### config.mk
export PLATFORM = sky130hd
export DESIGN_NAME = acc_tx_reporter
export DESIGN_NICKNAME = d
export VERILOG_FILES = /design/src/rtl/acc_tx_reporter.sv
export SDC_FILE = /design/constraint.sdc
export NUM_CORES = 1
export LEC_CHECK = 0
export ABC_AREA = 1
export CAP_MARGIN = 20
export CORE_UTILIZATION = 63
export CTS_BUF_LIST = sky130_fd_sc_hd__clkbuf_2 sky130_fd_sc_hd__clkbuf_4 sky130_fd_sc_hd__clkbuf_8
export CTS_CLUSTER_DIAMETER = 40
export DETAILED_ROUTE_END_ITERATION = 16
export PLACE_DENSITY = 0.95
export SYNTH_ARGS = -nofsm -noshare
export SYNTH_HDL_FRONTEND = slang
export SYNTH_SLANG_ARGS = --single-unit
### constraint.sdc
create_clock -name clk -period 3 [get_ports clk]
set_clock_uncertainty 0.05 [all_clocks]
set_input_delay 0.45 -clock clk [delete_from_list [all_inputs] [get_ports clk]]
set_output_delay 0.45 -clock clk [all_outputs]
set_load 0.05 [all_outputs]
### src/rtl/acc_tx_reporter.sv
`default_nettype none
// ============================================================================
// Module   : acc_tx_reporter
// Brief    : Post-halt debug reporter. Counts run cycles, then on CPU halt
//            captures {HEADER, accumulator, cycle count} and streams it MSB
//            first, one byte at a time, through a UART TX start/done handshake.
// Revision : 1.0 - initial release
// ============================================================================
module acc_tx_reporter #(
    parameter int          DATA_LENGTH  = 16,
    parameter int          COUNT_LENGTH = 16,
    parameter logic [7:0]  HEADER       = 8'hA5
) (
    input  logic                   clk,
    input  logic                   reset,
    input  logic                   halt,
    input  logic [DATA_LENGTH-1:0] accValue,
    input  logic                   txDone,
    output logic                   txStart,
    output logic [7:0]             txData,
    output logic                   done
);

    localparam int c_FRAME_W   = 8 + DATA_LENGTH + COUNT_LENGTH;
    localparam int c_NUM_BYTES = c_FRAME_W / 8;
    localparam int c_IDX_W     = $clog2(c_NUM_BYTES);
    localparam logic [c_IDX_W-1:0] c_LAST_IDX = c_IDX_W'(c_NUM_BYTES - 1);

    typedef enum logic [1:0] {
        S_IDLE = 2'd0,
        S_SEND = 2'd1,
        S_WAIT = 2'd2,
        S_DONE = 2'd3
    } state_t;

    state_t                  r_state;
    state_t                  w_state_next;
    logic                    w_capture;
    logic                    w_advance;
    logic [c_FRAME_W-1:0]    r_frame;
    logic [c_IDX_W-1:0]      r_idx;
    logic [COUNT_LENGTH-1:0] r_count;

    // State register; reset aborts any frame in progress on the same edge.
    always_ff @(posedge clk) begin
        if (reset) begin
            r_state <= S_IDLE;
        end else begin
            r_state <= w_state_next;
        end
    end

    // Next-state decode; halt only matters in IDLE, txDone only in WAIT.
    always_comb begin
        w_state_next = r_state;
        w_capture    = 1'b0;
        w_advance    = 1'b0;
        unique case (r_state)
            S_IDLE: begin
                if (halt) begin
                    w_state_next = S_SEND;
                    w_capture    = 1'b1;
                end
            end
            S_SEND: begin
                w_state_next = S_WAIT;
            end
            S_WAIT: begin
                if (txDone) begin
                    if (r_idx == c_LAST_IDX) begin
                        w_state_next = S_DONE;
                    end else begin
                        w_state_next = S_SEND;
                        w_advance    = 1'b1;
                    end
                end
            end
            S_DONE: begin
                w_state_next = S_DONE;
            end
            default: begin
                w_state_next = S_IDLE;
            end
        endcase
    end

    // Frame shift register and byte index: load on capture, shift per byte.
    always_ff @(posedge clk) begin
        if (reset) begin
            r_frame <= '0;
            r_idx   <= '0;
        end else if (w_capture) begin
            r_frame <= {HEADER, accValue, r_count};
            r_idx   <= '0;
        end else if (w_advance) begin
            r_frame <= r_frame << 8;
            r_idx   <= r_idx + 1'b1;
        end
    end

    // Saturating run-cycle counter; frozen on the capture edge and afterwards.
    always_ff @(posedge clk) begin
        if (reset) begin
            r_count <= '0;
        end else if ((r_state == S_IDLE) && !halt && (r_count != '1)) begin
            r_count <= r_count + 1'b1;
        end
    end

    // Outputs come straight from registers: no input-to-output paths.
    assign txStart = (r_state == S_SEND);
    assign done    = (r_state == S_DONE);
    assign txData  = r_frame[c_FRAME_W-1 -: 8];

endmodule
`default_nettype wire

Word-level counts from Yosys, hierarchy flattened
Index checks and enable logic that the tools add are counted.
{"block": "op_classes", "add_sub_neg": 2, "n_eq_ne": 7, "mux": 11, "n_reduce_logical": 7}
{"op": "two-way mux 40 bit", "n": 2}
{"op": "adder 16 x 1 -> 16 bit (second input constant)", "n": 1}
{"op": "!= test 16 bit (second input constant)", "n": 1}
{"op": "one-hot mux 2 bit (4 select lines)", "n": 1}
{"op": "two-way mux 2 bit", "n": 3}
{"op": "two-way mux 1 bit", "n": 5}
{"op": "equality test 2 bit (second input constant)", "n": 2}
{"op": "!= test 2 bit (second input constant)", "n": 2}
{"op": "adder 3 x 1 -> 3 bit (second input constant)", "n": 1}
{"op": "equality test 3 bit (second input constant)", "n": 1}
{"op": "equality test 2 x 1 -> 1 bit (second input constant)", "n": 1}
{"op": "logical AND 1 bit", "n": 2}
{"op": "zero test 2 bit", "n": 1}
{"op": "AND reduction 2 bit", "n": 1}
{"op": "nonzero test 2 bit", "n": 1}
{"op": "OR reduction 2 bit", "n": 1}
{"op": "zero test 1 bit", "n": 1}
{"block": "totals", "register_bits": 61, "in_bits": 20, "output_inout_bits": 10, "word_cells": 32}

Longest topological paths before layout
{"block": "depth", "depth_word": 6, "mapped_depth": 9}

Worst setup path after synthesis
OpenSTA, ideal clock, no wires.
{"block": "synth_path", "kind": "register to output", "from": "register r_state[0]", "to": "output port txStart", "arrival_ns": 1.114, "t_required_ns": 2.500, "slack_ns": 1.386, "path_stages_with_launch": 3, "path_cell_list": "dfxtp_1 inv_2 nor2_1"}
{"block": "synth_via", "elab_chain_len": 1}
{"element": "from (decl)", "line_no": "36", "source": "state_t r_state;"}
{"element": "from (signal assigned)", "line_no": "49", "source": "r_state <= w_state_next;"}
{"element": "equality test 2 x 1 -> 1 bit", "line_no": "111", "source": "assign txStart = (r_state == S_SEND);"}
{"element": "to (decl)", "line_no": "19", "source": "output logic txStart,"}
No other way between the ends.

Final worst setup path
Same ends and word-level chain as after synthesis.

==> impl_results.md <==
- Status: complete, no violations
- Vias per cell: between 5 and 6
- Placed cell area: just over 3000 µm²
- FP Rows: 23
- DRC Markers: 0
- RePlAce Congestion: just over 0.9
- Slowest CP cell: clkdlybuf4s50_1
- Hold Path Cell Cnt: 2
- Leak Pwr: 1.19 nW
- Initial antenna violation count: 0
- # Max-Cap Violations: 0
- Combinational family with the most area after synthesis: simple AND/OR/NAND/NOR gates
- Final Hold Vio Count: 0
- Placed insts: 438
- DRT Wirelength: ~6.5 mm
- Final-stage net count: around 420
- Post-Synth XOR/XNOR Area: 0.313%
- Worst-path clk slew: about 0.07 ns
- Worst-margin pin slew: around 0.54 ns
- Die Ht: 68.6 µm
- Hold-fix buffers at CTS: 0
- First-pass GRT wire length: 10.4 mm
- Root buf cell: clkbuf_8
- Final core occ: between 70% and 80%
- Main synth FF type: dfxtp_1
- Top cell type by total area after synthesis: dfxtp_1
- Syn Inst Count: between 300 and 400
- Post-Synth Simple-Gate Area: 28.9%
- Total Routing Usage GR: a little under a third
- Setup TNS: 0 ns
- Family with the most delay on the worst path: buffers and inverters
- Seq/Total Area, Yosys: 43.6%
- Io pins: 30
- Commonest cells in the netlist: nand2_1, nor2_1, dfxtp_1
- Initial Util: about 68%
- Pins over their slew limit: 0
- P per Cell Area: 571 nW/µm²
- Die area: 4710 µm²
- Port bufs: 29
- Vias in the first global route: around 2400
- Worst r2r src: r_idx[0]$_SDFFE_PP0N_
- Worst hold path class: flop to flop
- Critical-path cell list: inv_2 > nor2_1 > clkdlybuf4s50_1
- Buffers & Inverters on Critical Path: 2
- Worst-path fanout max: 4
- Ys Warns: 0
- Hold Path Origin: r_frame[5]$_SDFFE_PP0P_
- Met2 usage: a little over half
- Footprint of the multi-input gates: roughly 1300 µm²
- CTS tree: built
- Synth unique cells: 28
- Vias post-DR: approximately 2600
- F_max: approximately 440 MHz
- Non-Filler Instances: between 400 and 500
- Die Wd: between 60 and 70 µm
- Post-synthesis register bit count: 61
- GRT met1 Usage: 34.0%
- Area contributors post-synth: dfxtp_1, nand2_1, nor2_1
- # setup viols final: 0
- Synthesized-area fraction occupied by adder cells: roughly 1.3%
- Clock tree buffer depth: 2
- Largest net degree at the start of global routing: 34
- DRT Pass-1 Iters: 7
- Syn_nets: around 400
- Share of the synthesized area in the top cell type: a little over two fifths
- Slew HR: between 60% and 70%
- Setup bufs post-CTS: 0
- Layout cells sized above 1: under 10%
- Critical Path End Type: output pin
- Count leader, synth: nand2_1
- Proportion of synthesized area in mux cells: 0%
- Hpwl dp: 4.42 mm
- Post-layout min period: approximately 2.3 ns
- Mapped cell area: approximately 2800 µm²
- CTS sink count: between 60 and 70
- Syn_area_per_cell: 7.40 µm²
- Reg2reg path depth: 8
- Placeable Area: between 4000 and 5000 µm²
- DRT iter0 DRCs: roughly 230
- VDD IR max: 0.335 mV
- CP Launch Type: flop
- Synth async-reset ratio: 0%
- Skew-Pair Late Insertion Delay: approximately 0.35 ns
- GRT busiest layer: met2
- RSZ-0062 raised after global routing: no
- Remaining global-route overflow: 0
- Max stage delay on crit path: ~0.82 ns
- Critical R2R Capture: r_frame[14]$_SDFFE_PP0P_
- Period utilisation layout: 76.0%
- Synth Area in Compound Gates: between 10% and 20%
- Filler cells: around 300
- Area Overhead vs Synth: 14.9%
- Post-CTS Resized: 0
- Worst hold endpoint: r_frame[5]$_SDFFE_PP0P_
- Number of synthesized flops with an enable pin: 0
- R2R setup slack: around 1.1 ns
- Antenna Violating Nets Remaining: 0
- Wire per inst: 14.4 µm
- CTS buffer count: 9
- M3 GR Usage: 12.0%
- Critical path data required time: 2.50 ns
- Critical path class: flop to output pin
- Diodes inserted: 0
- CP arrival: 1.78 ns
- Register Area: 1220 µm²
- CTS HTree Levels: 3
- Finished Cell Area: about 3200 µm²
per-layer routing:
layer / vias to the layer above / share of wire, %
met5: - / 0
met4: 0 / 2.2
met3: 21 / 6.8
met2: 90 / 51
met1: 1211 / 40
li1: 1282 / -
kinds of logic (layout without fill, tap and decap cells):
family / count (synthesis) / count (layout)
AO/OA/AOI/OAI: 80 / 80
XOR/XNOR: 1 / 1
adder cells (fa/ha/maj): 3 / 3
buffers and inverters: 46 / 72
flip-flops: 61 / 61
AND/OR/NAND/NOR: 187 / 187
through the flow:
step / worst slack (ns) / hold slack, ns / total power, mW
global route: 0.654 / 0.423 / 1.91
detailed placement: 0.809 / 0.405 / 1.11
finish: 0.720 / 0.413 / 1.84
floorplan: 1.39 / 0.389 / 1.06
CTS: 0.711 / 0.416 / 1.84
global placement: 0.882 / 0.399 / 1.11
registers in the layout, summed over array words and instances (netlist names):
register,cells
r_state,2
r_idx,3
r_frame,40
r_count,16
worst register-to-register path: stages (launching register included):
cell and delay (ns):
dfxtp_1 0.35, inv_1 0.08, ha_1 0.20, nand2_1 0.11
nand4_2 0.24, inv_2 0.28, buf_4 0.28, a22oi_1 0.12
a21oi_1 0.16
worst max-delay path by stage:
stage / startpoint / end / slack, ns / depth (start not counted)
2_1_floorplan: r_state[0]$_SDFFE_PP0P_ / txStart / 1.39 / 2
3_3_place_gp: txDone / r_frame[8]$_SDFFE_PP0P_ / 0.88 / 7
3_5_place_dp: txDone / r_frame[11]$_SDFFE_PP0P_ / 0.81 / 6
4_1_cts: r_state[0]$_SDFFE_PP0P_ / txStart / 0.71 / 3
5_1_grt: r_state[0]$_SDFFE_PP0P_ / txStart / 0.65 / 3
6_report: r_state[0]$_SDFFE_PP0P_ / txStart / 0.72 / 3
layout by cell type, fill, tap and decap left out, types with 2 or more instances in the layout:
master,instances
a21oi_1,42
o21ai_0,10
nand2_1,87
nor3_1,2
a22oi_1,24
buf_4,5
clkinv_2,2
ha_1,3
nor2_1,63
nor2_4,5
nor2_2,4
inv_1,16
o21ai_1,2
dfxtp_1,61
inv_2,5
nand4_1,3
clkbuf_8,10
clkbuf_4,2
nand3_1,16
clkdlybuf4s50_1,29
nand2_2,3
where the power goes:
part / total (mW) / switching, mW / leakage, nW / internal, mW
Sequential: 0.868 / 0.0241 / 0.496 / 0.844
Clock: 0.735 / 0.313 / 0.103 / 0.422
Combinational: 0.233 / 0.146 / 0.587 / 0.0874
final cells by class:
type,count,share of cell area [%]
sequential,61,38.0
timing repair buffer,34,10.2
inverter,22,2.57
clock inverter,4,1.48
clock buffer,12,4.75
tap,50,1.95
multi-input combinational,271,41.1
No activity file was read; power rests on OpenSTA's default activity.
